<file path="src/rtl/riscv_pkg.sv">
// Shared types and constants for the instruction fetch unit.
// Latency: n/a (types, constants and a helper function only).
// Backpressure: n/a.
package riscv_pkg;

    localparam int XLEN = 32;

    // Bootrom base doubles as the reset vector.
    localparam logic [XLEN-1:0] RESET_PC_DEFAULT = 32'h0000_0000;

    // Memory map.
    localparam logic [XLEN-1:0] BOOTROM_BASE = 32'h0000_0000;
    localparam int unsigned     BOOTROM_SIZE = 4096;
    localparam logic [XLEN-1:0] MAINMEM_BASE = 32'h0000_8000;
    localparam int unsigned     MAINMEM_SIZE = 32768;

    // One fetch buffer entry; fault marks a misaligned-fetch entry with no instruction.
    typedef struct packed {
        logic [XLEN-1:0] pc;
        logic [XLEN-1:0] instr;
        logic            fault;
    } ifetch_entry_t;

    typedef enum logic [0:0] {
        RUN  = 1'b0,
        KILL = 1'b1
    } ifetch_state_t;

    // Takes only the two low address bits so callers pass exactly what matters.
    function automatic logic is_word_aligned(input logic [1:0] lsb);
        return (lsb == 2'b00);
    endfunction

endpackage

</file>
<file path="src/rtl/riscv_ifetch_if.sv">
// Bundle of the fetch unit's memory, redirect and decode handshake signals.
// Latency: n/a (wiring only).
// Backpressure: imem via data_ready, decode via id2if_ready.
interface riscv_ifetch_if;
    import riscv_pkg::*;

    logic            hart2imem_addr_valid;
    logic [XLEN-1:0] hart2imem_addr;
    logic            imem2hart_data_ready;
    logic [XLEN-1:0] imem2hart_data;
    logic            redirect_valid;
    logic [XLEN-1:0] redirect_pc;
    logic            if2id_valid;
    logic [XLEN-1:0] if2id_pc;
    logic [XLEN-1:0] if2id_instr;
    logic            if2id_fault;
    logic            id2if_ready;

    // Fetch unit side.
    modport master (
        output hart2imem_addr_valid, hart2imem_addr,
        output if2id_valid, if2id_pc, if2id_instr, if2id_fault,
        input  imem2hart_data_ready, imem2hart_data,
        input  redirect_valid, redirect_pc,
        input  id2if_ready
    );

    // Environment side: memory, execute and decode.
    modport slave (
        input  hart2imem_addr_valid, hart2imem_addr,
        input  if2id_valid, if2id_pc, if2id_instr, if2id_fault,
        output imem2hart_data_ready, imem2hart_data,
        output redirect_valid, redirect_pc,
        output id2if_ready
    );

endinterface

</file>
<file path="src/rtl/riscv_ifetch_fifo.sv">
// Synchronous FIFO of fetch entries with flush; head is read straight from storage.
// Latency: a push is visible at the head the cycle after its edge.
// Backpressure: push is ignored when full, pop ignored when empty; flush wins over pop.
module riscv_ifetch_fifo
    import riscv_pkg::*;
#(
    parameter  int DEPTH = 2,
    localparam int PW    = $clog2(DEPTH),
    localparam int CW    = PW + 1
) (
    input  logic          clk,
    input  logic          rst,
    input  logic          flush_i,
    input  logic          push_i,
    input  ifetch_entry_t push_dat_i,
    input  logic          pop_i,
    output logic [CW-1:0] count_o,
    output logic          head_vld_o,
    output ifetch_entry_t head_dat_o
);

    // DEPTH must be a power of two (2 or 4) so the pointers wrap naturally.
    ifetch_entry_t mem_q [DEPTH];
    logic [PW-1:0] rd_ptr_q;
    logic [PW-1:0] wr_ptr_q;
    logic [CW-1:0] count_q;
    logic          do_push;
    logic          do_pop;

    // A flush empties the buffer first, so a push alongside it always has room.
    assign do_push = push_i && (flush_i || (count_q != CW'(DEPTH)));
    assign do_pop  = pop_i && !flush_i && (count_q != '0);

    // Storage, pointers and occupancy; flush restarts at slot 0 and may land one entry.
    always_ff @(posedge clk or posedge rst) begin
        if (rst) begin
            for (int i = 0; i < DEPTH; i++) begin
                mem_q[i] <= '0;
            end
            rd_ptr_q <= '0;
            wr_ptr_q <= '0;
            count_q  <= '0;
        end else if (flush_i) begin
            rd_ptr_q <= '0;
            if (do_push) begin
                mem_q[0] <= push_dat_i;
                wr_ptr_q <= PW'(1);
                count_q  <= CW'(1);
            end else begin
                wr_ptr_q <= '0;
                count_q  <= '0;
            end
        end else begin
            if (do_push) begin
                mem_q[wr_ptr_q] <= push_dat_i;
                wr_ptr_q        <= wr_ptr_q + PW'(1);
            end
            if (do_pop) begin
                rd_ptr_q <= rd_ptr_q + PW'(1);
            end
            count_q <= count_q + CW'(do_push) - CW'(do_pop);
        end
    end

    assign count_o    = count_q;
    assign head_vld_o = (count_q != '0);
    assign head_dat_o = mem_q[rd_ptr_q];

endmodule

</file>
<file path="src/rtl/riscv_ifetch.sv">
// Instruction fetch: owns the PC, fetches words from imem, buffers them toward decode.
// Latency: beat at edge N is at the decode head after edge N; redirect costs one KILL cycle.
// Backpressure: request valid drops when the buffer is full (registered, no path from id2if_ready).
// Optional feature macro: RISCV_IFETCH_MISALIGN_TRAP_EN (misaligned redirect becomes a fault entry).
module riscv_ifetch
    import riscv_pkg::*;
#(
    parameter logic [XLEN-1:0] RESET_PC   = RESET_PC_DEFAULT,
    parameter int              FIFO_DEPTH = 2
) (
    input  logic           clk,
    input  logic           rst,
    riscv_ifetch_if.master bus
);

    localparam int CW = $clog2(FIFO_DEPTH) + 1;

    ifetch_state_t   state_q, state_d;
    logic [XLEN-1:0] pc_q, pc_d;
    logic            halt_q, halt_d;
    logic            addr_vld_q, addr_vld_d;
    logic [CW-1:0]   count, count_d;
    logic            flush, push, pop;
    logic            head_vld;
    ifetch_entry_t   push_dat, head_dat;
    logic            redir_misaligned;
    logic [XLEN-1:0] redir_pc;

`ifdef RISCV_IFETCH_MISALIGN_TRAP_EN
    assign redir_misaligned = !is_word_aligned(bus.redirect_pc[1:0]);
    assign redir_pc         = bus.redirect_pc;
`else
    // Without the trap feature the low bits are simply dropped.
    assign redir_misaligned = 1'b0;
    assign redir_pc         = bus.redirect_pc & ~XLEN'(3);
`endif

    // Next-state: redirect beats any beat/pop in the same cycle; valid is precomputed from next state.
    always_comb begin
        flush          = 1'b0;
        push           = 1'b0;
        pop            = 1'b0;
        push_dat       = '0;
        pc_d           = pc_q;
        state_d        = RUN;
        halt_d         = halt_q;
        count_d        = count;
        if (bus.redirect_valid) begin
            flush          = 1'b1;
            pc_d           = redir_pc;
            state_d        = KILL;
            halt_d         = redir_misaligned;
            push           = redir_misaligned;
            push_dat.pc    = redir_pc;
            push_dat.instr = '0;
            push_dat.fault = 1'b1;
            count_d        = redir_misaligned ? CW'(1) : '0;
        end else begin
            push           = addr_vld_q && bus.imem2hart_data_ready;
            pop            = head_vld && bus.id2if_ready;
            push_dat.pc    = pc_q;
            push_dat.instr = bus.imem2hart_data;
            push_dat.fault = 1'b0;
            if (push) begin
                pc_d = pc_q + XLEN'(4);
            end
            count_d = count + CW'(push) - CW'(pop);
        end
        addr_vld_d = (state_d == RUN) && !halt_d && (count_d < CW'(FIFO_DEPTH));
    end

    // FSM, PC and the registered request valid.
    always_ff @(posedge clk or posedge rst) begin
        if (rst) begin
            state_q    <= RUN;
            pc_q       <= RESET_PC;
            halt_q     <= 1'b0;
            addr_vld_q <= 1'b0;
        end else begin
            state_q    <= state_d;
            pc_q       <= pc_d;
            halt_q     <= halt_d;
            addr_vld_q <= addr_vld_d;
        end
    end

    riscv_ifetch_fifo #(
        .DEPTH (FIFO_DEPTH)
    ) u_fifo (
        .clk        (clk),
        .rst        (rst),
        .flush_i    (flush),
        .push_i     (push),
        .push_dat_i (push_dat),
        .pop_i      (pop),
        .count_o    (count),
        .head_vld_o (head_vld),
        .head_dat_o (head_dat)
    );

    assign bus.hart2imem_addr_valid = addr_vld_q;
    assign bus.hart2imem_addr       = pc_q;
    assign bus.if2id_valid          = head_vld;
    assign bus.if2id_pc             = head_dat.pc;
    assign bus.if2id_instr          = head_dat.instr;
    // Only a misaligned redirect ever pushes fault=1, so without the trap feature this stays 0.
    assign bus.if2id_fault          = head_dat.fault;

endmodule

</file>
<file path="src/flat_wrapper.sv">
// flat-port wrapper written by rule: the top's interface ports become plain ports
module riscv_ifetch_flat import riscv_pkg::*;
#(
    parameter logic [XLEN-1:0] RESET_PC   = RESET_PC_DEFAULT,
    parameter int              FIFO_DEPTH = 2
)
  (clk, rst, bus_hart2imem_addr_valid, bus_hart2imem_addr, bus_if2id_valid, bus_if2id_pc, bus_if2id_instr, bus_if2id_fault, bus_imem2hart_data_ready, bus_imem2hart_data, bus_redirect_valid, bus_redirect_pc, bus_id2if_ready);
  riscv_ifetch_if bus_i ();
  input  logic clk;
  input  logic rst;
  output wire logic [$bits(bus_i.hart2imem_addr_valid)-1:0] bus_hart2imem_addr_valid;
  output wire logic [$bits(bus_i.hart2imem_addr)-1:0] bus_hart2imem_addr;
  output wire logic [$bits(bus_i.if2id_valid)-1:0] bus_if2id_valid;
  output wire logic [$bits(bus_i.if2id_pc)-1:0] bus_if2id_pc;
  output wire logic [$bits(bus_i.if2id_instr)-1:0] bus_if2id_instr;
  output wire logic [$bits(bus_i.if2id_fault)-1:0] bus_if2id_fault;
  input wire logic [$bits(bus_i.imem2hart_data_ready)-1:0] bus_imem2hart_data_ready;
  input wire logic [$bits(bus_i.imem2hart_data)-1:0] bus_imem2hart_data;
  input wire logic [$bits(bus_i.redirect_valid)-1:0] bus_redirect_valid;
  input wire logic [$bits(bus_i.redirect_pc)-1:0] bus_redirect_pc;
  input wire logic [$bits(bus_i.id2if_ready)-1:0] bus_id2if_ready;
  assign bus_hart2imem_addr_valid = bus_i.hart2imem_addr_valid;
  assign bus_hart2imem_addr = bus_i.hart2imem_addr;
  assign bus_if2id_valid = bus_i.if2id_valid;
  assign bus_if2id_pc = bus_i.if2id_pc;
  assign bus_if2id_instr = bus_i.if2id_instr;
  assign bus_if2id_fault = bus_i.if2id_fault;
  assign bus_i.imem2hart_data_ready = bus_imem2hart_data_ready;
  assign bus_i.imem2hart_data = bus_imem2hart_data;
  assign bus_i.redirect_valid = bus_redirect_valid;
  assign bus_i.redirect_pc = bus_redirect_pc;
  assign bus_i.id2if_ready = bus_id2if_ready;
  riscv_ifetch #(.RESET_PC(RESET_PC), .FIFO_DEPTH(FIFO_DEPTH)) u_core (.clk(clk), .rst(rst), .bus(bus_i));
endmodule
</file>
<file path="config.mk">
export PLATFORM = sky130hd
export DESIGN_NAME = riscv_ifetch_flat
export DESIGN_NICKNAME = d
export VERILOG_FILES = /design/src/rtl/riscv_pkg.sv /design/src/rtl/riscv_ifetch_if.sv /design/src/rtl/riscv_ifetch_fifo.sv /design/src/rtl/riscv_ifetch.sv /design/src/flat_wrapper.sv
export SDC_FILE = /design/constraint.sdc
export NUM_CORES = 1
export LEC_CHECK = 0
export CAP_MARGIN = 5
export CORE_AREA = 2 2 136 111
export CTS_BUF_LIST = sky130_fd_sc_hd__clkbuf_8
export DETAILED_ROUTE_END_ITERATION = 6
export DIE_AREA = 0 0 138 113
export GPL_ROUTABILITY_DRIVEN = 0
export HOLD_SLACK_MARGIN = 0.02
export PLACE_DENSITY = 0.86
export SYNTH_ARGS = -nofsm -noshare
export SYNTH_HDL_FRONTEND = slang
export SYNTH_SLANG_ARGS = --single-unit
</file>
<file path="constraint.sdc">
create_clock -name clk -period 13.8 [get_ports clk]
set_input_delay 2.76 -clock clk [delete_from_list [all_inputs] [get_ports clk]]
set_output_delay 2.76 -clock clk [all_outputs]
set_load 0.01 [all_outputs]
</file>
==> results by group <==
Synth
  – Synth warn: 0
  – Mapped Area: 7960 sq um
  – Top-count cell post-synth: dfrtp_1
  – Post-synth EDFFs: 0
  – Top-area cell type share of the netlist area: 51.6%
  – Distinct cells, synth: 41
  – Syn_area_per_cell: 11.0 sq um
  – Synth area leaders: dfrtp_1, mux2_2, nor2_1, nor2b_1, a21oi_1
  – Async SR Flop Fraction: 100%
  – Top cells by count, synth: dfrtp_1, mux2_2, nor2_1
  – Synth Flop Type: dfrtp_1
  – Mapped Cells: 723
  – Seq cells post-synth: 164
  – Leading area contributor after synthesis: dfrtp_1
  – Register area share after synthesis: 51.6%

Drt
  – Vias: 6119
  – Initial DRC Count: 474
  – Drt pass-1 iters: 5
  – # DRC: 0
  – ANT nets after route: 0
  – Routed WL: 20100 um
  – Routed wire per std cell: 18.9 um
  – Via density: 5.77

Placed design
  – Dpl hpwl: 13700 um
  – Dpl cell area: 9700 sq um
  – Dpl ws: 8650 ps
  – PortBufs: 163

STA
  – Slew Viols, Final: 0
  – Setup TNS: 0 ps
  – Fin crit share: 39.9%
  – Post-layout minimum cycle time: 5510 ps
  – Final hold violations: 0
  – Max frequency: 182 MHz
  – Max_slew headroom: 11.3%
  – Worst clock skew: 12.6 ps
  – Final setup fails: 0
  – Final WS setup: 8290 ps
  – Worst Max-Slew Pin Slew: 1320 ps
  – RSZ-0062 raised after global routing: false

Clocking
  – Post-cts gate resize count: 0
  – Clk slew on worst S/H paths: 70 ps
  – Clk buf depth: 2
  – Post-CTS setup buffer count: 0
  – TritonCTS clock tree: done
  – Worst-skew pair later-pin latency: 460 ps
  – Number of buffers created by CTS: 17
  – Clk sinks: 164
  – Max H-tree Level: 4
  – Root buffer cell: clkbuf_8
  – Hold buffers post-CTS: 0

Cells and area
  – Layout cells sized above 1: 20.4%
  – Final #Nets: 940
  – Final instance area: 10100 sq um
  – Area Overhead vs Synth: 26.7%
  – Fin util: 71.2%
  – # diodes: 0

Power
  – Leakage: 4.26 nW
  – Pwr dens: 167 nW/um^2
  – Worst VDD drop: 123 uV

GRT
  – Vias in the first global route: 6230
  – Tot GR Track Use: 26.2%
  – Pin count of the biggest net entering global routing: 104
  – Initial antenna violation count: 0
  – First-pass GRT wire length: 32200 um
  – GRT Residual Overflow: 0

Die
  – Num rows: 39
  – DIE AREA: 15600 sq um
  – Die height: 113 um
  – Die Wd: 138 um
  – Area of the core: 14200 sq um
  – Initial Util: 56.2%
  – I/O pin count: 168

Critical path
  – Kind of critical path: flip-flop to output pin
  – Critical Path Sink Type: output pin
  – CP peak stage delay: 650 ps
  – Critical path peak fanout: 49
  – CP Cell Sequence: buf_4 -> mux2_2 -> clkdlybuf4s50_1
  – CP max stage cell: dfrtp_2
  – Critical Path RT: 11040 ps
  – Setup crit start kind: flip-flop
  – CP arrival: 2750 ps

Worst hold path
  – HP Class: flip-flop to flip-flop

Outcome
  – Outcome: finished clean

Flow run
  – Max_cap viols: 0
-- routing by layer --
layer	track usage [%]	routed length, um	vias up
met2	41.4	9410	238
met3	6.09	1300	49
met4	11.6	646	0
met5	0	0	-
li1	-	-	2817
met1	35.1	8730	3015
-- through the flow --
| stage | total power [mW] | hold WS, ps | instances |
|---|---|---|---|
| after detailed placement | 1.34 | 423 | 1032 |
| final | 1.68 | 434 | 1061 |
| after floorplan | 1.04 | 399 | 724 |
| after CTS | 1.69 | 436 | 1061 |
| after global routing | 1.77 | 476 | 1061 |
| after global placement | 1.30 | 412 | 1032 |
-- worst max-delay path: cells and delay by family, from the launching register on --
family	cells	cell delay, ps
buffers and inverters	2	1200
flip-flops	1	650
multiplexers	1	420
-- where the power goes --
part           internal (mW)  switching (mW)  total, mW
Combinational          0.356           0.250      0.605
Clock                  0.182           0.163      0.345
Sequential             0.635          0.0949      0.730
-- logic make-up after synthesis --
group                    after synthesis  synth area share (%)
flip-flops                           164                  51.6
buffers and inverters                 57                  2.97
adder cells (fa/ha/maj)                4                 0.629
multiplexers                         149                  20.9
XOR/XNOR                              18                  1.98
other                                  1                0.0471
AO/OA/AOI/OAI                        105                  7.61
AND/OR/NAND/NOR                      225                  14.2
-- sequential cells by signal (all words and copies together), names as in the netlist --
register	cells
u_core.u_fifo.rd_ptr_q	1
u_core.u_fifo.count_o	2
u_core.bus.hart2imem_addr	30
u_core.u_fifo.wr_ptr_q	1
u_core.bus.hart2imem_addr_valid	1
u_core.u_fifo.mem_q	128
u_core.halt_q	1
-- worst paths after layout --
path,slack (ps),startpoint,cells past startpoint,endpoint
max,8290,u_core.u_fifo.rd_ptr_q,3,bus_if2id_pc[26]
min,430,u_core.halt_q,1,u_core.bus.hart2imem_addr_valid
max reg2reg,11110,u_core.bus.hart2imem_addr[2],5,u_core.bus.hart2imem_addr[28]
min reg2reg,430,u_core.halt_q,1,u_core.bus.hart2imem_addr_valid
max in group asynchronous,9460,rst,3,u_core.u_fifo.rd_ptr_q
min in group asynchronous,2840,rst,2,u_core.u_fifo.mem_q[3]
-- area by class of cell --
| type | count | area (sq um) |
|---|---|---|
| flip-flops and latches | 164 | 4110 |
| clock inverters | 10 | 121 |
| inverters | 11 | 46.3 |
| multi-input cells | 503 | 3640 |
| fillers | 973 | 4070 |
| repair buffers | 170 | 1680 |
| well taps | 184 | 230 |
| clock buffers | 19 | 262 |
-- layout by cell type (no fill, tap or decap), types with 3 or more instances in the layout --
master           Yosys  routed
a21boi_0            14      14
a21oi_1             50      50
a31oi_1             12      12
and3_1               5       5
buf_4                3       8
bufinv_16            0       3
clkbuf_8             0      19
clkdlybuf4s50_1      0     162
dfrtp_1            164     163
ha_1                 4       4
inv_1               11      16
mux2_2             140     140
mux2i_1              9       9
nand2_1             38      38
nand2b_1             3       3
nand3_1              9       9
nand4_1             10      10
nor2_1              79      79
nor2b_1             44      44
nor3_1               6       6
nor4_1              10      10
o21ai_0             19      19
o31ai_1              3       3
or3_1                3       3
or4_1                7       7
xnor2_1             12      12
xor2_1               6       6
(Power assumes the default switching activity.)
